[src/rtl/rgb_to_hsv_unit.sv]
// RGB332 to quantised HSV (h 0..11, s/v 0..7) through one shared restoring divider.
// Optional macro RGB2HSV_BYPASS_GRAY_EN lets grey colours skip both divisions.
module rgb_to_hsv_unit #(
  parameter logic B_LSB_FILL = 1'b0
) (
  input  logic       clk,
  input  logic       rst_n,
  input  logic       in_valid,
  output logic       in_ready,
  input  logic [7:0] color,
  output logic       out_valid,
  input  logic       out_ready,
  output logic [3:0] h,
  output logic [2:0] s,
  output logic [2:0] v,
  output logic       busy
);

  typedef enum logic [2:0] {IDLE, PREP, DIV_H, DIV_S, FIN, DONE} state_t;

  state_t     state;
  logic [7:0] col;
  logic [9:0] num;
  logic [3:0] den;
  logic [3:0] rem;
  logic [9:0] quot;
  logic [3:0] cnt;
  logic [5:0] hq;

  logic [2:0] r, g, b3, mx, mn, d, base, x, y;
  logic [9:0] base_w, d_w, x_w, y_w, hnum;
  logic [5:0] d6, snum;
  logic [4:0] trial;
  logic [3:0] diff, rem_nxt;
  logic       ge;
  logic [9:0] quot_nxt;
  logic [5:0] hmod;

  assign r  = col[7:5];
  assign g  = col[4:2];
  assign b3 = {col[1:0], B_LSB_FILL};

  always_comb begin
    mx = r;
    if (g > mx) mx = g;
    if (b3 > mx) mx = b3;
    mn = r;
    if (g < mn) mn = g;
    if (b3 < mn) mn = b3;
    d = mx - mn;
    // Primary channel priority r > g > b on ties
    if (r == mx) begin
      base = 3'd0; x = g;  y = b3;
    end else if (g == mx) begin
      base = 3'd2; x = b3; y = r;
    end else begin
      base = 3'd4; x = r;  y = g;
    end
  end

  // Hue numerator is offset by 24 sectors (48*d) so it never goes negative;
  // the extra +d rounds to the nearest 30-degree sector.
  assign base_w = {7'b0, base};
  assign d_w    = {7'b0, d};
  assign x_w    = {7'b0, x};
  assign y_w    = {7'b0, y};
  assign hnum   = ((base_w * d_w) << 2) + (x_w << 2) - (y_w << 2) + d_w * 10'd49;
  assign d6     = {3'b0, d};
  assign snum   = d6 * 6'd7;

  // One restoring-division step; remainder always fits 4 bits when den != 0.
  assign trial    = {rem, num[9]};
  assign ge       = trial >= {1'b0, den};
  assign diff     = trial[3:0] - den;
  assign rem_nxt  = ge ? diff : trial[3:0];
  assign quot_nxt = {quot[8:0], ge};

  always_comb begin
    hmod = hq;
    if (hmod >= 6'd12) hmod = hmod - 6'd12;
    if (hmod >= 6'd12) hmod = hmod - 6'd12;
    if (hmod >= 6'd12) hmod = hmod - 6'd12;
  end

  always_ff @(posedge clk or negedge rst_n) begin
    if (!rst_n) begin
      state     <= IDLE;
      col       <= '0;
      num       <= '0;
      den       <= '0;
      rem       <= '0;
      quot      <= '0;
      cnt       <= '0;
      hq        <= '0;
      in_ready  <= 1'b1;
      out_valid <= 1'b0;
      busy      <= 1'b0;
      h         <= '0;
      s         <= '0;
      v         <= '0;
    end else begin
      case (state)
        IDLE: begin
          if (in_valid) begin
            col      <= color;
            in_ready <= 1'b0;
            busy     <= 1'b1;
            state    <= PREP;
          end
        end
        PREP: begin
          num   <= hnum;
          den   <= {d, 1'b0};
          rem   <= '0;
          quot  <= '0;
          cnt   <= '0;
          state <= DIV_H;
`ifdef RGB2HSV_BYPASS_GRAY_EN
          if (d == 3'd0) state <= FIN;
`endif
        end
        DIV_H: begin
          num  <= num << 1;
          rem  <= rem_nxt;
          quot <= quot_nxt;
          cnt  <= cnt + 4'd1;
          if (cnt == 4'd9) begin
            hq    <= quot_nxt[5:0];
            num   <= {snum, 4'b0};
            den   <= {1'b0, mx};
            rem   <= '0;
            quot  <= '0;
            cnt   <= '0;
            state <= DIV_S;
          end
        end
        DIV_S: begin
          num  <= num << 1;
          rem  <= rem_nxt;
          quot <= quot_nxt;
          cnt  <= cnt + 4'd1;
          if (cnt == 4'd5) state <= FIN;
        end
        FIN: begin
          v <= mx;
          if (d == 3'd0) begin
            h <= 4'd0;
            s <= 3'd0;
          end else begin
            h <= hmod[3:0];
            s <= quot[2:0];
          end
          state <= DONE;
        end
        DONE: begin
          if (!out_valid) begin
            out_valid <= 1'b1;
          end else if (out_ready) begin
            out_valid <= 1'b0;
            in_ready  <= 1'b1;
            busy      <= 1'b0;
            state     <= IDLE;
          end
        end
        default: state <= IDLE;
      endcase
    end
  end

endmodule

[config.mk]
export PLATFORM = sky130hd
export DESIGN_NAME = rgb_to_hsv_unit
export DESIGN_NICKNAME = d
export VERILOG_FILES = /design/src/rtl/rgb_to_hsv_unit.sv
export SDC_FILE = /design/constraint.sdc
export NUM_CORES = 1
export LEC_CHECK = 0
export CORE_ASPECT_RATIO = 1.1
export CORE_UTILIZATION = 40
export DETAILED_ROUTE_END_ITERATION = 7
export SYNTH_ARGS = -nofsm -noshare
export SYNTH_HDL_FRONTEND = slang
export SYNTH_SLANG_ARGS = --single-unit
[constraint.sdc]
create_clock -name clk -period 7.5 [get_ports clk]
set_clock_uncertainty 0.2 [all_clocks]
set_input_delay 0.75 -clock clk [delete_from_list [all_inputs] [get_ports clk]]
set_output_delay 0.75 -clock clk [all_outputs]
set_load 0.1 [all_outputs]
==> run_results.csv, run 1 <==
group,metric,value,unit
outcome,status,"finished clean",
floorplan,initial_core_util,0.412,
critical_path,cpMaxStageDelayCell,"fa_1",
sta,fmax,142,MHz
floorplan,core,10400,um^2
hold_path,min_path_type,"register to register",
place,gp_congestion,0.832,
critical_path,critPathKind,"register to register",
cells_and_area,drive_gt1_frac,0.109,
synth,ys_seq_elements,57,
drt,vias,3438,
cells_and_area,regArea,1430,um^2
cells_and_area,area_growth,16.7,%
clock_tree,cts.hold.buffers_added,0,
sta,max_slew.worst_pin.slew,1030,ps
place,numPortBuffers,24,
cells_and_area,num_antenna_cells,0,
synth,synth_edf_count,0,
synth,synthFlopType,"dfrtp_1",
synth,synth_top_cells_by_area,"dfrtp_1 33%, ha_1 13%, fa_1 6.1%, o21ai_0 5.5%, nand2_1 3.8%",
global_routing,globalRouteTotalUtil,0.192,
place,hpwl,7380,um
drt,wl_per_cell,15.4,um
floorplan,die_h,111,um
synth,netlist_area,4300,um^2
cells_and_area,fin_cells,639,
critical_path,cp.required,7510,ps
sta,slew_headroom,0.314,
sta,finalMaxSlewViolations,0,
synth,avgSynthCellArea,9.25,um^2
synth,synth_cell_type_count,57,
global_routing,grt-ovfl-total,0,
critical_path,crit_path_end_kind,"register",
place,place_inst,620,
clock_tree,ctsRootBufferMaster,"clkbuf_16",
sta,rsz0062_at_grt,"false",
floorplan,die_w,101,um
global_routing,grt_max_degree,58,
synth,yosysSeqAreaShare,0.332,
clock_tree,clock_sinks,57,
clock_tree,cts_buffers,9,
cells_and_area,multi_input_area,2660,um^2
sta,finalCriticalPeriod,7020,ps
synth,synth_common_cells,"56 x dfrtp_1, 47 x o21ai_0, 44 x ha_1, 44 x nand2_1, 40 x inv_1",
critical_path,critical_path_arrival,7030,ps
floorplan,fp.dieArea,11200,um^2
drt,first_iter_violations,173,
drt,antenna_left,0,
critical_path,cp_max_fo,6,
sta,setup_violations,0,
drt,routed_wl,9840,um
synth,synth_most_common_cell,"dfrtp_1",
cells_and_area,nFillCells,1037,
clock_tree,cts.reportedPaths.clkPinSlew,60,ps
drt,vias_per_cell,5.38,
clock_tree,cts_max_level,3,
global_routing,grt_pass1_vias,3457,
synth,async_reset_ff_frac,1.00,
critical_path,cp-endpoint,"num[9]",
synth,yosys.area.top_type_share,0.326,
critical_path,r2r_start,"col[7]",
critical_path,reg2reg_to,"num[9]",
critical_path,reg2reg_slack,480,ps
global_routing,grt_pass1_wl,16800,um
drt,first_pass_iters,4,
critical_path,critPathMostFrequentCell,"ha_1",
synth,synth_warnings,0,
sta,setup_tns,0,ps
floorplan,pin_count,25,
place,placed_area,4700,um^2
floorplan,rows,39,
clock_tree,cts_tree,"yes",
cells_and_area,nNetsFinal,560,
global_routing,antenna_found_initial,0,
critical_path,start_kind,"register",
critical_path,reg2reg_depth,30,
sta,period_share,0.936,
synth,synthCells,465,
cells_and_area,final_cell_area,5020,um^2
synth,synth_largest_area_cell,"dfrtp_1",
run,cap_violations,0,
drt,drcViolationCount,0,
sta,finalHoldViolCount,0,
clock_tree,insertion_delay,330,ps
synth,syn-num-nets,534,
critical_path,cpPeakStageDelay,560,ps
clock_tree,clk_path_buf_depth,2,
critical_path,startpoint,"col[7]",
cells by family (layout without fill, tap and decap cells):
group / after synthesis / in the layout / share of synthesized area
AOI/OAI and AO/OA: 134 / 134 / 0.208
xor gates and xnor gates: 19 / 19 / 0.0422
adders and majority gates: 57 / 57 / 0.188
buffers and inverters: 60 / 91 / 0.0547
DFF: 57 / 57 / 0.332
muxes: 20 / 20 / 0.0524
and+or+nand+nor: 118 / 118 / 0.123
placed cells by master (no fill, tap or decap), drive strengths merged, types with 5 or more instances in the layout:
cell type / count
a21oi: 30
a22o: 13
buf: 12
clkbuf: 9
clkdlybuf4s50: 23
dfrtp: 56
fa: 13
ha: 44
inv: 44
mux2: 10
mux2i: 10
nand2: 46
nand2b: 8
nor2: 38
nor2b: 5
nor3: 5
o21ai: 47
xnor2: 14
xor2: 5
through the flow:
step           setup slack (ps)   util  hold slack (ps)
6_report                    479  0.481              267
5_1_grt                    37.7  0.481              307
4_1_cts                     399  0.477              273
3_5_place_dp                436  0.450              261
3_3_place_gp                585  0.450              265
2_1_floorplan               678      -              239
how the worst min path moves through the flow:
| stage | slack [ps] | startpoint | cells past startpoint | endpoint |
|---|---|---|---|---|
| 2_1_floorplan | 240 | num[8] | 2 | num[8] |
| 3_3_place_gp | 270 | num[8] | 2 | num[8] |
| 3_5_place_dp | 260 | num[8] | 2 | num[8] |
| 4_1_cts | 270 | num[8] | 2 | num[8] |
| 5_1_grt | 310 | hq[1] | 1 | h[1] |
| 6_report | 270 | num[8] | 2 | num[8] |
area by class of cell:
type                    count  share of cell area
multi-input cells         348               0.530
clock buffers               9              0.0449
flip-flops and latches     57               0.284
well taps                 143              0.0356
inverters                  40              0.0299
repair buffers             35              0.0633
clock inverters             7              0.0120
layer usage:
metal / global-route usage / wire, um / vias up
met5: 0 / 0 / -
met3: 0.0334 / 263 / 19
met1: 0.242 / 4400 / 1681
met4: 0.0763 / 265 / 0
met2: 0.325 / 4910 / 52
li1: - / - / 1686
worst max-delay path, delay by kind of cell (launching register included):
family                     cells  cell delay, ps
buffers and inverters          2             150
AOI/OAI and AO/OA              7            1220
and+or+nand+nor                6             630
DFF                            1             410
xor gates and xnor gates       5             870
adders and majority gates      9            3270
muxes                          1             170
flip-flops by register name, indices dropped and copies added (netlist names), 4 cells and up:
register and flops:
den 4, num 10, cnt 4, h 4, col 8, rem 4
hq 6, quot 5
what timing repair did:
| action | in CTS | in global routing |
|---|---|---|
| buffers inserted | 0 | 3 |
| resized for setup | 0 | 2 |
| endpoints found under the setup margin | 0 | 1 |
Power of run 1 is left out: the tool's default activity adds up to more than one toggle a clock period on the data nets, which glitch-free logic cannot reach.
==> run 2: changes to the inputs <==
Settings changed: CTS_CLUSTER_DIAMETER set to 100, GPL_TIMING_DRIVEN set to 0.
==> run_results.csv, run 2 (same netlist as run 1, synthesis figures left out) <==
group,metric,value,unit
critical_path,cp_max_fo,6,
drt,routed_wl,9960,um
floorplan,initial_core_util,0.412,
clock_tree,insertion_delay,320,ps
drt,first_iter_violations,242,
drt,wl_per_cell,15.2,um
sta,max_slew.worst_pin.slew,1320,ps
critical_path,cp.required,7500,ps
drt,drcViolationCount,0,
hold_path,min_path_type,"primary input to asynchronous set/reset pin",
floorplan,fp.dieArea,11200,um^2
global_routing,grt-ovfl-total,0,
sta,finalMaxSlewViolations,0,
drt,antenna_left,0,
cells_and_area,largest_register_ffs,10,
drt,wl_met3,290,um
place,dp_slack,-336,ps
critical_path,start_kind,"register",
drt,dr.max_layer_used,"met4",
clock_tree,clock_sinks,57,
outcome,status,"finished clean",
critical_path,cpMaxStageDelayCell,"fa_1",
global_routing,antenna_found_initial,0,
global_routing,grt_pass1_wl,16700,um
sta,fmax,140,MHz
sta,setup_tns,0,ps
cells_and_area,layout_commonest_cell,"dfrtp_1",
drt,vias,3504,
sta,period_share,0.950,
cells_and_area,top_register,"num",
cells_and_area,area_growth,18.2,%
clock_tree,cts_max_level,3,
clock_tree,cts_tree,"yes",
place,placed_area,4740,um^2
sta,setup_violations,0,
drt,met1Wirelength,4710,um
drt,first_pass_iters,5,
sta,hold_slack,196,ps
sta,layout_setup_ws,375,ps
clock_tree,cts.reportedPaths.clkPinSlew,50,ps
clock_tree,cts_buffers,9,
cells_and_area,final_cell_area,5090,um^2
global_routing,grt_max_degree,39,
cells_and_area,nNetsFinal,577,
floorplan,die_h,111,um
sta,rsz0062_at_grt,"false",
cells_and_area,num_antenna_cells,0,
floorplan,die_w,101,um
global_routing,grt_pass1_vias,3468,
global_routing,globalRouteTotalUtil,0.191,
drt,wl_met2,4840,um
place,numPortBuffers,24,
critical_path,cpPeakStageDelay,540,ps
place,gp_congestion,0.832,
critical_path,critPathMostFrequentCell,"ha_1",
critical_path,crit_path_end_kind,"register",
critical_path,critPathKind,"register to register",
cells_and_area,reg_top3,"num x10, col x8, hq x6",
critical_path,critical_path_arrival,7130,ps
clock_tree,ctsRootBufferMaster,"clkbuf_16",
cells_and_area,mostFrequentLayoutCells,"55 x dfrtp_1, 46 x o21ai_0, 44 x nand2_1, 44 x ha_1, 40 x inv_1",
sta,finalHoldViolCount,0,
floorplan,pin_count,25,
cells_and_area,drive_gt1_frac,0.111,
sta,finalCriticalPeriod,7120,ps
floorplan,core,10400,um^2
floorplan,rows,39,
place,hpwl,7460,um
clock_tree,clk_path_buf_depth,2,
drt,vias_per_cell,5.34,
cells_and_area,nFillCells,1034,
sta,slew_headroom,0.107,
run,cap_violations,0,
[run 2: cell types whose count changed in the layout (fill, tap and decap cells not counted), sizes merged]
cell / change
clkbuf: +15
buf: +3
inv: -4
clkinv: +2
clkinvlp: +1
[run 2: worst paths after layout]
kind,slack [ps],cells after the start,start,end
max in group asynchronous,6270,2,rst_n,in_ready
min in group clk,270,2,num[8],num[8]
min reg2reg,270,2,num[8],num[8]
max reg2reg,380,30,col[7],num[9]
max,380,30,col[7],num[9]
min,200,1,rst_n,rem[3]
[run 2: layout make-up]
cell class | instances | area, um^2 | area share
buffer | 20 | 85.1 | 0.0167
clock buffer | 10 | 229 | 0.0450
clock inverter | 6 | 35.0 | 0.00689
inverter | 40 | 150 | 0.0295
multi-input combinational | 348 | 2670 | 0.525
sequential | 57 | 1430 | 0.281
tap | 143 | 179 | 0.0352
timing repair buffer | 32 | 308 | 0.0605
[run 2: timing repair]
item                       in CTS  in global routing
setup buffers                   3                  4
setup endpoints to repair       1                  1
gates resized for setup         3                  4
pin swaps                       1                  1
hold buffers                    0                  0
[run 2: routing by layer]
| layer | global-route usage | vias to the layer above |
|---|---|---|
| li1 | - | 1730 |
| met1 | 0.257 | 1697 |
| met2 | 0.311 | 68 |
| met3 | 0.0315 | 9 |
| met4 | 0.0628 | 0 |
| met5 | 0 | - |
[run 2: worst max-delay path: cells and delay by family (launching register included)]
kind            cells  cell delay (ps)
xor+xnor            5              900
fa+ha+maj           9             3190
simple gates        6              650
flops               1              440
buf+inv             2              170
mux                 1              190
compound gates      7             1250
[run 2: per-stage QoR]
stage,util,std cells
2_1_floorplan,-,465
3_3_place_gp,0.452,632
3_5_place_dp,0.454,633
4_1_cts,0.483,652
5_1_grt,0.487,656
6_report,0.487,656
Power of run 2 is left out for the same reason.
